**src/rtl/gcd_operand_queue.sv**
```systemverilog
// gcd_operand_queue
//
// Upstream feeder for the GCD datapath/control pair. Operand pairs (a, b)
// arrive on a valid/ready interface and are buffered in a small show-ahead
// FIFO. The head pair is presented on op_a/op_b with avail, and is popped
// when the GCD control unit pulses take. Pairs where both operands are zero
// have no GCD: they are accepted, never stored, and counted in drop_cnt.
//
// Ports:
//   clk, rst      rising-edge clock, synchronous active-high reset
//   in_valid      source presents a pair on in_a/in_b
//   in_ready      queue can accept a pair this cycle (state-only, no bypass)
//   in_a, in_b    incoming operands
//   avail         head pair valid (drives GCD control avail)
//   take          one-cycle pop request from the consumer
//   op_a, op_b    head operands, zero when the queue is empty
//   count         number of stored pairs, 0..DEPTH
//   drop_cnt      saturating count of discarded zero/zero pairs
//   drop_pulse    registered one-cycle flag after a zero/zero pair is accepted
module gcd_operand_queue #(
  parameter int WIDTH = 16,
  parameter int DEPTH = 4,
  parameter int CNT_W = 8
) (
  input  logic                       clk,
  input  logic                       rst,
  input  logic                       in_valid,
  output logic                       in_ready,
  input  logic [WIDTH-1:0]           in_a,
  input  logic [WIDTH-1:0]           in_b,
  output logic                       avail,
  input  logic                       take,
  output logic [WIDTH-1:0]           op_a,
  output logic [WIDTH-1:0]           op_b,
  output logic [$clog2(DEPTH):0]     count,
  output logic [CNT_W-1:0]           drop_cnt,
  output logic                       drop_pulse
);

  localparam int PTR_W = $clog2(DEPTH);
  localparam logic [PTR_W:0]   FULL_CNT = (PTR_W + 1)'(DEPTH);
  localparam logic [PTR_W-1:0] PTR_ONE  = PTR_W'(1);
  localparam logic [PTR_W:0]   CNT_ONE  = (PTR_W + 1)'(1);

  // Increment that sticks at the all-ones value instead of wrapping.
  function automatic logic [CNT_W-1:0] sat_inc(input logic [CNT_W-1:0] v);
    if (&v) begin
      return v;
    end
    return v + CNT_W'(1);
  endfunction

  logic [WIDTH-1:0] mem_a [DEPTH];
  logic [WIDTH-1:0] mem_b [DEPTH];
  logic [PTR_W-1:0] wr_ptr;
  logic [PTR_W-1:0] rd_ptr;
  logic [PTR_W:0]   count_q;
  logic [CNT_W-1:0] drop_cnt_q;
  logic             drop_pulse_q;

  logic accept;
  logic zero_pair;
  logic push;
  logic pop;

  // Readiness depends on stored state only; a same-cycle take does not
  // free a slot for the incoming pair.
  assign in_ready  = (count_q != FULL_CNT);
  assign avail     = (count_q != '0);
  assign accept    = in_valid & in_ready;
  assign zero_pair = accept & (in_a == '0) & (in_b == '0);
  assign push      = accept & ~zero_pair;
  assign pop       = take & avail;

  assign op_a       = avail ? mem_a[rd_ptr] : '0;
  assign op_b       = avail ? mem_b[rd_ptr] : '0;
  assign count      = count_q;
  assign drop_cnt   = drop_cnt_q;
  assign drop_pulse = drop_pulse_q;

  // Storage holds data only and is not reset; pointers and count gate it.
  always_ff @(posedge clk) begin
    if (push) begin
      mem_a[wr_ptr] <= in_a;
      mem_b[wr_ptr] <= in_b;
    end
  end

  always_ff @(posedge clk) begin
    if (rst) begin
      wr_ptr       <= '0;
      rd_ptr       <= '0;
      count_q      <= '0;
      drop_cnt_q   <= '0;
      drop_pulse_q <= 1'b0;
    end else begin
      if (push) begin
        wr_ptr <= wr_ptr + PTR_ONE;
      end
      if (pop) begin
        rd_ptr <= rd_ptr + PTR_ONE;
      end
      case ({push, pop})
        2'b10:   count_q <= count_q + CNT_ONE;
        2'b01:   count_q <= count_q - CNT_ONE;
        default: count_q <= count_q;
      endcase
      if (zero_pair) begin
        drop_cnt_q <= sat_inc(drop_cnt_q);
      end
      drop_pulse_q <= zero_pair;
    end
  end

endmodule

```
**config.mk**
```make
export PLATFORM = sky130hd
export DESIGN_NAME = gcd_operand_queue
export DESIGN_NICKNAME = d
export VERILOG_FILES = /design/src/rtl/gcd_operand_queue.sv
export SDC_FILE = /design/constraint.sdc
export NUM_CORES = 1
export LEC_CHECK = 0
export CAP_MARGIN = 20
export CORE_MARGIN = 5
export CORE_UTILIZATION = 54
export DETAILED_ROUTE_END_ITERATION = 8
export PLACE_DENSITY = 0.79
export SYNTH_ARGS = -nofsm -noshare
export SYNTH_HDL_FRONTEND = slang
export SYNTH_SLANG_ARGS = --single-unit
```
**constraint.sdc**
```tcl
create_clock -name clk -period 3.44 [get_ports clk]
set_clock_uncertainty 0.15 [all_clocks]
set_input_delay 0.516 -clock clk [delete_from_list [all_inputs] [get_ports clk]]
set_output_delay 0.516 -clock clk [all_outputs]
set_load 0.01 [all_outputs]
```
==> results_dict.tcl, run 1 <==
set metrics [dict create \
    rsz_0062_raised_after_global_routing "no" \
    critical_path.max_fanout 24 \
    postSynthNetCount 354 \
    cts.reportedPaths.clkPinSlew_ns 0.06 \
    max-slew-margin-rel_pct 54.5 \
    ff2ff_setup_slack_ns 0.75 \
    synth_top_cells_by_area "sky130_fd_sc_hd__edfxtp_1 67%, sky130_fd_sc_hd__mux4_2 12%, sky130_fd_sc_hd__dfxtp_1 6.2%, sky130_fd_sc_hd__and2_1 3.7%, sky130_fd_sc_hd__ha_1 1.3%" \
    critical-path-top-delay-family "buffers and inverters" \
    synthMostInstantiatedCell "sky130_fd_sc_hd__edfxtp_1" \
    power.leakage_nw 2.44 \
    post-route-period-util_pct 93.6 \
    hpwlAfterDp_um 6950 \
    synth_cell_type_count 36 \
    post-route-cell-area_um2 7440 \
    period_minus_slack_ns 3.22 \
    post_drt_wl_per_cell_um 19.8 \
    max_cap_viol_count 0 \
    antennaDiodeCount 0 \
    timing.setup.critical_path_class "reg -> out" \
    tritoncts_num_sinks 146 \
    crit_path_max_incr_delay_ns 0.54 \
    ff_latch_area_um2 4210 \
    syn-mean-instance-area_um2 18.6 \
    multiInputGateArea_um2 1490 \
    drt_first_iter_violations 148 \
    initial_utilization_pct 55.7 \
    post_route_cells_drive_above_1_share_pct 19.1 \
    crit_path_top_delay_cell "sky130_fd_sc_hd__dfxtp_2" \
    place.gp.congestion 0.778 \
    postLayoutSetupSlackWorst_ns 0.220 \
    rows 37 \
    synth.top_cell.area_share_pct 66.6 \
    cellPowerDensity_nw_per_um2 768 \
    number_of_max_slew_violations_in_the_final_report 0 \
    yosys_most_used_dff "sky130_fd_sc_hd__edfxtp_1" \
    routed_wirelength_um 11200 \
    synth_seq_area_share_pct 72.8 \
    worst_hold_path_type "reg -> reg" \
    worstPathCellList "buf_12 > mux4_2 > and2_1 > clkdlybuf4s50_1" \
    post-layout-total-power_mw 5.72 \
    max-clock-path-buffers 2 \
    insertion_delay_ns 0.52 \
    final_core_util_pct 71.8 \
    tritoncts.num_buffers 17 \
    drt_pass1_iterations 4 \
    irDropWorstVdd_mv 0.401 \
    required_ns 2.77 \
    grt_start_max_net_pins 25 \
    postPlaceCellArea_um2 6860 \
    dr_total_vias 3140 \
    overflow 0 \
    die_area_um2 12900 \
    n_fill_cell 623 \
    tritoncts_clock_tree "done" \
    clk_root_buffer_cell "sky130_fd_sc_hd__clkbuf_8" \
    worst-endpoint-arrival_ns 2.55 \
    grtUsageTotal_pct 18.6 \
    area_growth_syn_to_layout_pct 28.9 \
    numPortBuffers 81 \
    post_cts.repair.setup_buffers 0 \
    synth.yosys.warnings 0 \
    place_ws_ns -0.00872 \
    number_of_endpoints_with_negative_hold_slack_in_the_final_report 0 \
    critPathCaptureType "primary output" \
    io_pins 82 \
    path_buf_inv 2 \
    ant_nets 0 \
    drt-vias-per-instance 5.56 \
    drc 0 \
    netlist_top_cells_count "128 x sky130_fd_sc_hd__edfxtp_1, 34 x sky130_fd_sc_hd__and2_1, 32 x sky130_fd_sc_hd__mux4_2" \
    post_cts_resized 0 \
    worstMarginPinSlew_ns 0.680 \
    setup_viol 0 \
    synth_enable_flop_cells 128 \
    cts.htree.levels 4 \
    netlist_instances 311 \
    core_region_area_um2 10400 \
    run_status "complete, no violations" \
    startpoint_type "register" \
    die_width_um 113 \
    cts_hold_repair.buffers 0 \
    fin_nets 459 \
    grt_first_pass_wirelength_um 17900 \
    ys_seq_elements 146 \
    syn-cell-area_um2 5770 \
    synthArstFlopShare_pct 0 \
    max_clock_freq_mhz 311 \
    antenna_found_initial 0 \
    fp.dieH_um 113 \
    yosys.area.top_type "sky130_fd_sc_hd__edfxtp_1" \
    number_of_global_route_vias_before_repair 3356 \
]
[layout make-up]
class	instances	share of cell area, %
Clock buffer	18	5.62
Inverter	6	0.303
Tap cell	136	2.29
Multi-Input combinational cell	146	20.1
Clock inverter	14	2.19
Timing Repair Buffer	99	13.0
Sequential cell	146	56.5
[metrics by stage]
stage               setup TNS [ns]  instances  hold WS, ns
finish                           0        565        0.368
CTS                              0        565        0.356
detailed placement        -0.00872        533        0.344
global route                     0        565        0.388
global placement                 0        533        0.342
floorplan                        0        311        0.335
[final timing paths]
| kind | from | end | depth (start not counted) |
|---|---|---|---|
| hold reg to reg | drop_cnt[7]$_SDFFE_PP0P_ | drop_cnt[7]$_SDFFE_PP0P_ | 1 |
| setup reg to reg | count[2]$_SDFFE_PP0P_ | count[2]$_SDFFE_PP0P_ | 9 |
| setup / recovery | register | op_a[15] | 4 |
| hold / removal | drop_cnt[7]$_SDFFE_PP0P_ | drop_cnt[7]$_SDFFE_PP0P_ | 1 |
[kinds of logic after synthesis]
logic type,count (synthesis),share of synthesized area [%]
AOI/OAI and AO/OA,10,1.13
xor gates and xnor gates,8,1.21
adders and majority gates,7,1.65
buffers and inverters,19,1.32
DFF,146,72.8
muxes,36,13.2
and+or+nand+nor,85,8.65
[worst reg2reg max path, cell delays in order (launching register included)]
cell                      delay [ns]
sky130_fd_sc_hd__dfxtp_1        0.38
sky130_fd_sc_hd__or3b_1         0.46
sky130_fd_sc_hd__and2_1         0.25
sky130_fd_sc_hd__o21ai_1        0.12
sky130_fd_sc_hd__ha_1           0.20
sky130_fd_sc_hd__inv_1          0.06
sky130_fd_sc_hd__fa_1           0.37
sky130_fd_sc_hd__xor2_1         0.16
sky130_fd_sc_hd__or3_1          0.32
sky130_fd_sc_hd__a21oi_1        0.14
[layer usage]
layer | share of wire (%) | track usage [%] | vias up
li1 | - | - | 1444
met1 | 40 | 22.8 | 1594
met2 | 53 | 31.7 | 88
met3 | 5.4 | 5.20 | 14
met4 | 1.3 | 7.37 | 0
met5 | 0 | 0 | -
[cells in the final DEF, fill, tap and decap left out, types with 2 or more instances in the layout]
master,n
sky130_fd_sc_hd__inv_6,2
sky130_fd_sc_hd__nor4_1,11
sky130_fd_sc_hd__mux2i_1,2
sky130_fd_sc_hd__clkinv_1,3
sky130_fd_sc_hd__bufinv_16,3
sky130_fd_sc_hd__mux2_1,2
sky130_fd_sc_hd__edfxtp_1,128
sky130_fd_sc_hd__dfxtp_1,17
sky130_fd_sc_hd__clkinvlp_4,4
sky130_fd_sc_hd__mux4_2,32
sky130_fd_sc_hd__nor2b_1,2
sky130_fd_sc_hd__xnor2_1,5
sky130_fd_sc_hd__a21oi_1,4
sky130_fd_sc_hd__or3_1,2
sky130_fd_sc_hd__buf_4,16
sky130_fd_sc_hd__xor2_1,3
sky130_fd_sc_hd__nor3_1,2
sky130_fd_sc_hd__and3_1,4
sky130_fd_sc_hd__buf_12,2
sky130_fd_sc_hd__ha_1,6
sky130_fd_sc_hd__nor2_1,14
sky130_fd_sc_hd__inv_1,6
sky130_fd_sc_hd__nand4_1,4
sky130_fd_sc_hd__and2_1,34
sky130_fd_sc_hd__nand2_1,5
sky130_fd_sc_hd__clkbuf_16,16
sky130_fd_sc_hd__clkdlybuf4s50_1,81
[report_power, final]
part	switching, mW	internal (mW)
Clock	0.686	1.10
Sequential	0.0911	2.13
Combinational	0.748	0.961
[registers in the layout, indices dropped and copies added, names as in the netlist, named ones only]
name	flops
mem_a	64
mem_b	64
drop_cnt	8
count	3
rd_ptr	2
wr_ptr	2
drop_pulse	1
No activity file was read; power rests on OpenSTA's default activity.
==> inputs of run 2 (changes only) <==
Clock period 3.44 ns to 3.5 ns, I/O delays scaled along.
==> results_dict.tcl, run 2 (same netlist as run 1, synthesis figures left out) <==
set metrics [dict create \
    number_of_endpoints_with_negative_hold_slack_in_the_final_report 0 \
    worstMarginPinSlew_ns 0.668 \
    critical-path-top-delay-family "buffers and inverters" \
    commonest_cells_after_routing_fill_and_taps_aside "128 x sky130_fd_sc_hd__edfxtp_1, 81 x sky130_fd_sc_hd__clkdlybuf4s50_1, 34 x sky130_fd_sc_hd__and2_1" \
    crit_path_top_delay_cell "sky130_fd_sc_hd__dfxtp_2" \
    worst-endpoint-arrival_ns 2.53 \
    tritoncts.num_buffers 17 \
    drc 0 \
    startpoint_type "register" \
    initial_utilization_pct 55.7 \
    run_status "complete, no violations" \
    worstPathCellList "buf_12 > mux4_2 > and2_1 > clkdlybuf4s50_1" \
    die_width_um 113 \
    irDropWorstVdd_mv 0.426 \
    cts.htree.levels 4 \
    n_fill_cell 657 \
    drt_pass1_iterations 4 \
    critical_path.max_fanout 24 \
    post-route-cell-area_um2 7460 \
    die_area_um2 12900 \
    antennaDiodeCount 0 \
    worst_hold_path_type "reg -> reg" \
    post_drt_wl_per_cell_um 20.2 \
    required_ns 2.82 \
    place.gp.congestion 0.771 \
    grt_start_max_net_pins 25 \
    setup_tns_ns 0 \
    core_region_area_um2 10400 \
    clk_root_buffer_cell "sky130_fd_sc_hd__clkbuf_8" \
    fp.dieH_um 113 \
    place_ws_ns 0.0457 \
    setup_viol 0 \
    layout.cells.most_common "sky130_fd_sc_hd__edfxtp_1" \
    insertion_delay_ns 0.51 \
    tritoncts_num_sinks 146 \
    post_cts_resized 0 \
    postLayoutSetupSlackWorst_ns 0.292 \
    ant_nets 0 \
    cts_hold_repair.buffers 0 \
    number_of_max_slew_violations_in_the_final_report 0 \
    path_buf_inv 2 \
    max_cap_viol_count 0 \
    rsz_0062_raised_after_global_routing "no" \
    io_pins 82 \
    max-clock-path-buffers 2 \
    routed_wirelength_um 11400 \
    antenna_found_initial 0 \
    worst-r2r-cell-count 9 \
    timing.setup.critical_path_class "reg -> out" \
    grtUsageTotal_pct 19.1 \
    hpwlAfterDp_um 6900 \
    number_of_global_route_vias_before_repair 3420 \
    rows 37 \
    grt_first_pass_wirelength_um 18200 \
    post_route_cells_drive_above_1_share_pct 19.2 \
    max-slew-margin-rel_pct 55.3 \
    area_growth_syn_to_layout_pct 29.2 \
    cts.reportedPaths.clkPinSlew_ns 0.06 \
    postPlaceCellArea_um2 6850 \
    post-route-period-util_pct 91.7 \
    drt-vias-per-instance 5.62 \
    cellPowerDensity_nw_per_um2 763 \
    dr_total_vias 3163 \
    numPortBuffers 81 \
    power.leakage_nw 2.46 \
    max_clock_freq_mhz 312 \
    fin_nets 457 \
    critical_path_cell_count 4 \
    critPathCaptureType "primary output" \
    period_minus_slack_ns 3.21 \
    crit_path_max_incr_delay_ns 0.55 \
    drt_first_iter_violations 214 \
    overflow 0 \
    whs_path_depth 2 \
    post_cts.repair.setup_buffers 0 \
    tritoncts_clock_tree "done" \
]
## run 2: changes by cell type in the layout (fill, tap and decap cells not counted), sizes merged
| cell | previous run | this run |
|---|---|---|
| clkinvlp | 4 | 2 |
| buf | 18 | 16 |
| inv | 8 | 6 |
| clkinv | 5 | 4 |
| clkbuf | 18 | 23 |
## run 2: metal layers
layer | share of wire [%] | wire length [um] | up-vias | track usage [%]
met4 | 1.4 | 165 | 0 | 6.17
met2 | 53 | 6050 | 98 | 33.2
li1 | - | - | 1437 | -
met1 | 41 | 4690 | 1613 | 23.4
met5 | 0 | 0 | - | 0
met3 | 4.2 | 481 | 15 | 5.20
## run 2: layout make-up
cell class / count / area, um2 / area share, %
multi-input cells: 146 / 1490 / 20.0
well taps: 136 / 170 / 2.28
inverters: 6 / 22.5 / 0.302
clock inverters: 9 / 128 / 1.71
repair buffers: 97 / 956 / 12.8
clock buffers: 23 / 487 / 6.52
flip-flops and latches: 146 / 4210 / 56.4
## run 2: worst min-delay path, delay by kind of cell, from the launching register on
family / cells / cell delay [ns]
DFF: 1 / 0.33
AOI/OAI and AO/OA: 2 / 0.14
## run 2: worst paths after layout
| path | endpoint | startpoint | slack (ns) |
|---|---|---|---|
| setup / recovery | op_b[7] | register | 0.29 |
| hold / removal | count[2]$_SDFFE_PP0P_ | count[2]$_SDFFE_PP0P_ | 0.37 |
| setup reg to reg | count[2]$_SDFFE_PP0P_ | count[2]$_SDFFE_PP0P_ | 0.74 |
| hold reg to reg | count[2]$_SDFFE_PP0P_ | count[2]$_SDFFE_PP0P_ | 0.37 |
## run 2: report_power, final
part           total (mW)  internal (mW)  switching [mW]
registers            2.19           2.10          0.0911
clock network        1.83           1.18           0.653
logic                1.68          0.940           0.737
total                5.69           4.21            1.48
## run 2: through the flow
| step | hold WS (ns) | instances | util (%) | power (mW) |
|---|---|---|---|---|
| final | 0.373 | 563 | 71.9 | 5.69 |
| after detailed placement | 0.360 | 531 | 66.0 | 3.92 |
| after floorplan | 0.335 | 311 | - | 3.10 |
| after global routing | 0.397 | 563 | 71.9 | 5.96 |
| after global placement | 0.342 | 531 | 66.0 | 3.89 |
| after CTS | 0.377 | 563 | 71.9 | 5.76 |
==> inputs of run 3 (changes only) <==
Settings changed: HOLD_SLACK_MARGIN set to 0.05, MAX_ROUTING_LAYER set to met4.
==> results_dict.tcl, run 3 (same netlist as run 1, synthesis figures left out) <==
set metrics [dict create \
    hpwlAfterDp_um 6900 \
    hold_path_startpoint "count[2]$_SDFFE_PP0P_" \
    rsz_0062_raised_after_global_routing "no" \
    fin_cells 563 \
    die_width_um 113 \
    commonest_cells_after_routing_fill_and_taps_aside "128 x sky130_fd_sc_hd__edfxtp_1, 81 x sky130_fd_sc_hd__clkdlybuf4s50_1, 34 x sky130_fd_sc_hd__and2_1" \
    post_drt_wl_per_cell_um 20.2 \
    sw_frac_of_total_pct 26.0 \
    drt_pass1_iterations 6 \
    antennaDiodeCount 0 \
    path_buf_inv 2 \
    n_fill_cell 657 \
    fp.dieH_um 113 \
    critical-path-top-delay-family "buffers and inverters" \
    setup_viol 0 \
    post-route-period-util_pct 91.8 \
    fin_nets 457 \
    clock_network_fraction_of_design_power_pct 32.1 \
    area_growth_syn_to_layout_pct 29.2 \
    max-clock-path-buffers 2 \
    die_area_um2 12900 \
    ant_nets 0 \
    setup_tns_ns 0 \
    place.gp.congestion 0.781 \
    io_pins 82 \
    cts.htree.levels 4 \
    ff2ff_setup_slack_ns 0.77 \
    startpoint_type "register" \
    overflow 0 \
    clk_root_buffer_cell "sky130_fd_sc_hd__clkbuf_8" \
    critPathCaptureType "primary output" \
    timing.rr.end "count[2]$_SDFFE_PP0P_" \
    worst_hold_path_type "reg -> reg" \
    drt_first_iter_violations 192 \
    place_ws_ns 0.0457 \
    antenna_found_initial 0 \
    period_minus_slack_ns 3.21 \
    multiInputGateArea_um2 1490 \
    rows 37 \
    post_cts.repair.setup_buffers 0 \
    max-slew-margin-rel_pct 56.0 \
    power.leakage_nw 2.46 \
    critical_path_cell_count 4 \
    place.detailed.instances 531 \
    number_of_global_route_vias_before_repair 3412 \
    netSwitchingPower_mw 1.48 \
    post_cts_resized 0 \
    cts_hold_repair.buffers 0 \
    tritoncts_clock_tree "done" \
    run_status "complete, no violations" \
    min_to "count[2]$_SDFFE_PP0P_" \
    crit_path_top_delay_cell "sky130_fd_sc_hd__dfxtp_2" \
    required_ns 2.82 \
    grt_start_max_net_pins 25 \
    worst-endpoint-arrival_ns 2.54 \
    power_report.internal_total_mw 4.21 \
    tritoncts_num_sinks 146 \
    number_of_endpoints_with_negative_hold_slack_in_the_final_report 0 \
    core_region_area_um2 10400 \
    insertion_delay_ns 0.51 \
    initial_utilization_pct 55.7 \
    worstMarginPinSlew_ns 0.658 \
    seq_power_share_pct 38.4 \
    ff_latch_area_um2 4210 \
    number_of_max_slew_violations_in_the_final_report 0 \
    worst-r2r-cell-count 9 \
    layout.cells.most_common "sky130_fd_sc_hd__edfxtp_1" \
    whs_path_depth 2 \
    drc 0 \
    routed_wirelength_um 11400 \
    tritoncts.num_buffers 17 \
    timing.setup.critical_path_class "reg -> out" \
    critical_path.max_fanout 24 \
    irDropWorstVdd_mv 0.425 \
    cellPowerDensity_nw_per_um2 763 \
    grtUsageTotal_pct 19.6 \
    post_route_cells_drive_above_1_share_pct 19.2 \
    cts.reportedPaths.clkPinSlew_ns 0.06 \
    drt-vias-per-instance 5.65 \
    power.combinational.fraction_pct 29.5 \
    max_cap_viol_count 0 \
    numPortBuffers 81 \
    dr_total_vias 3179 \
    postLayoutSetupSlackWorst_ns 0.289 \
    crit_path_max_incr_delay_ns 0.55 \
    grt_first_pass_wirelength_um 18200 \
    max_clock_freq_mhz 311 \
    worstPathCellList "buf_12 > mux4_2 > and2_1 > clkdlybuf4s50_1" \
    rr_startpoint "count[2]$_SDFFE_PP0P_" \
]
run 3: power groups by stage:
stage | registers (mW) | logic (mW) | clock network (mW)
2_1_floorplan | 2.18 | 0.918 | 0
3_3_place_gp | 2.21 | 1.68 | 0
3_5_place_dp | 2.22 | 1.69 | 0
4_1_cts | 2.19 | 1.71 | 1.86
5_1_grt | 2.21 | 1.80 | 1.95
6_report | 2.19 | 1.68 | 1.83
run 3: worst max-delay path by stage:
stage,end,slack (ns),startpoint
after global routing,op_a[15],0.11,register
after CTS,op_a[15],0.22,register
final,op_b[7],0.29,register
after floorplan,count[2]$_SDFFE_PP0P_,0.80,in_b[10]
after global placement,count[2]$_SDFFE_PP0P_,0.13,in_a[11]
after detailed placement,count[2]$_SDFFE_PP0P_,0.05,in_b[0]
run 3: layout make-up:
cell class | count | share of cell area, %
Sequential cell | 146 | 56.4
Multi-Input combinational cell | 146 | 20.0
Timing Repair Buffer | 97 | 12.8
Clock buffer | 23 | 6.52
Tap cell | 136 | 2.28
Clock inverter | 9 | 1.71
Inverter | 6 | 0.302
run 3: routing by layer:
metal | wire length, um | global-route usage, % | up-vias | part of all wire (%)
li1 | - | - | 1434 | -
met2 | 6030 | 33.3 | 112 | 53
met1 | 4650 | 23.4 | 1621 | 41
met4 | 125 | 5.45 | 0 | 1.1
met5 | 0 | - | - | 0
met3 | 560 | 5.25 | 12 | 4.9
run 3: tightest hold or removal path, cell delays in order (launching register included):
cell and delay (ns):
sky130_fd_sc_hd__dfxtp_1 0.33, sky130_fd_sc_hd__o21ai_0 0.08, sky130_fd_sc_hd__a21oi_1 0.06
run 3: per-stage QoR:
step	util [%]	hold slack [ns]	area, um2	power [mW]
detailed placement	66.0	0.360	6850	3.92
floorplan	-	0.335	5770	3.10
global placement	66.0	0.342	6850	3.89
global route	71.9	0.397	7460	5.96
CTS	71.9	0.377	7460	5.76
finish	71.9	0.373	7460	5.69
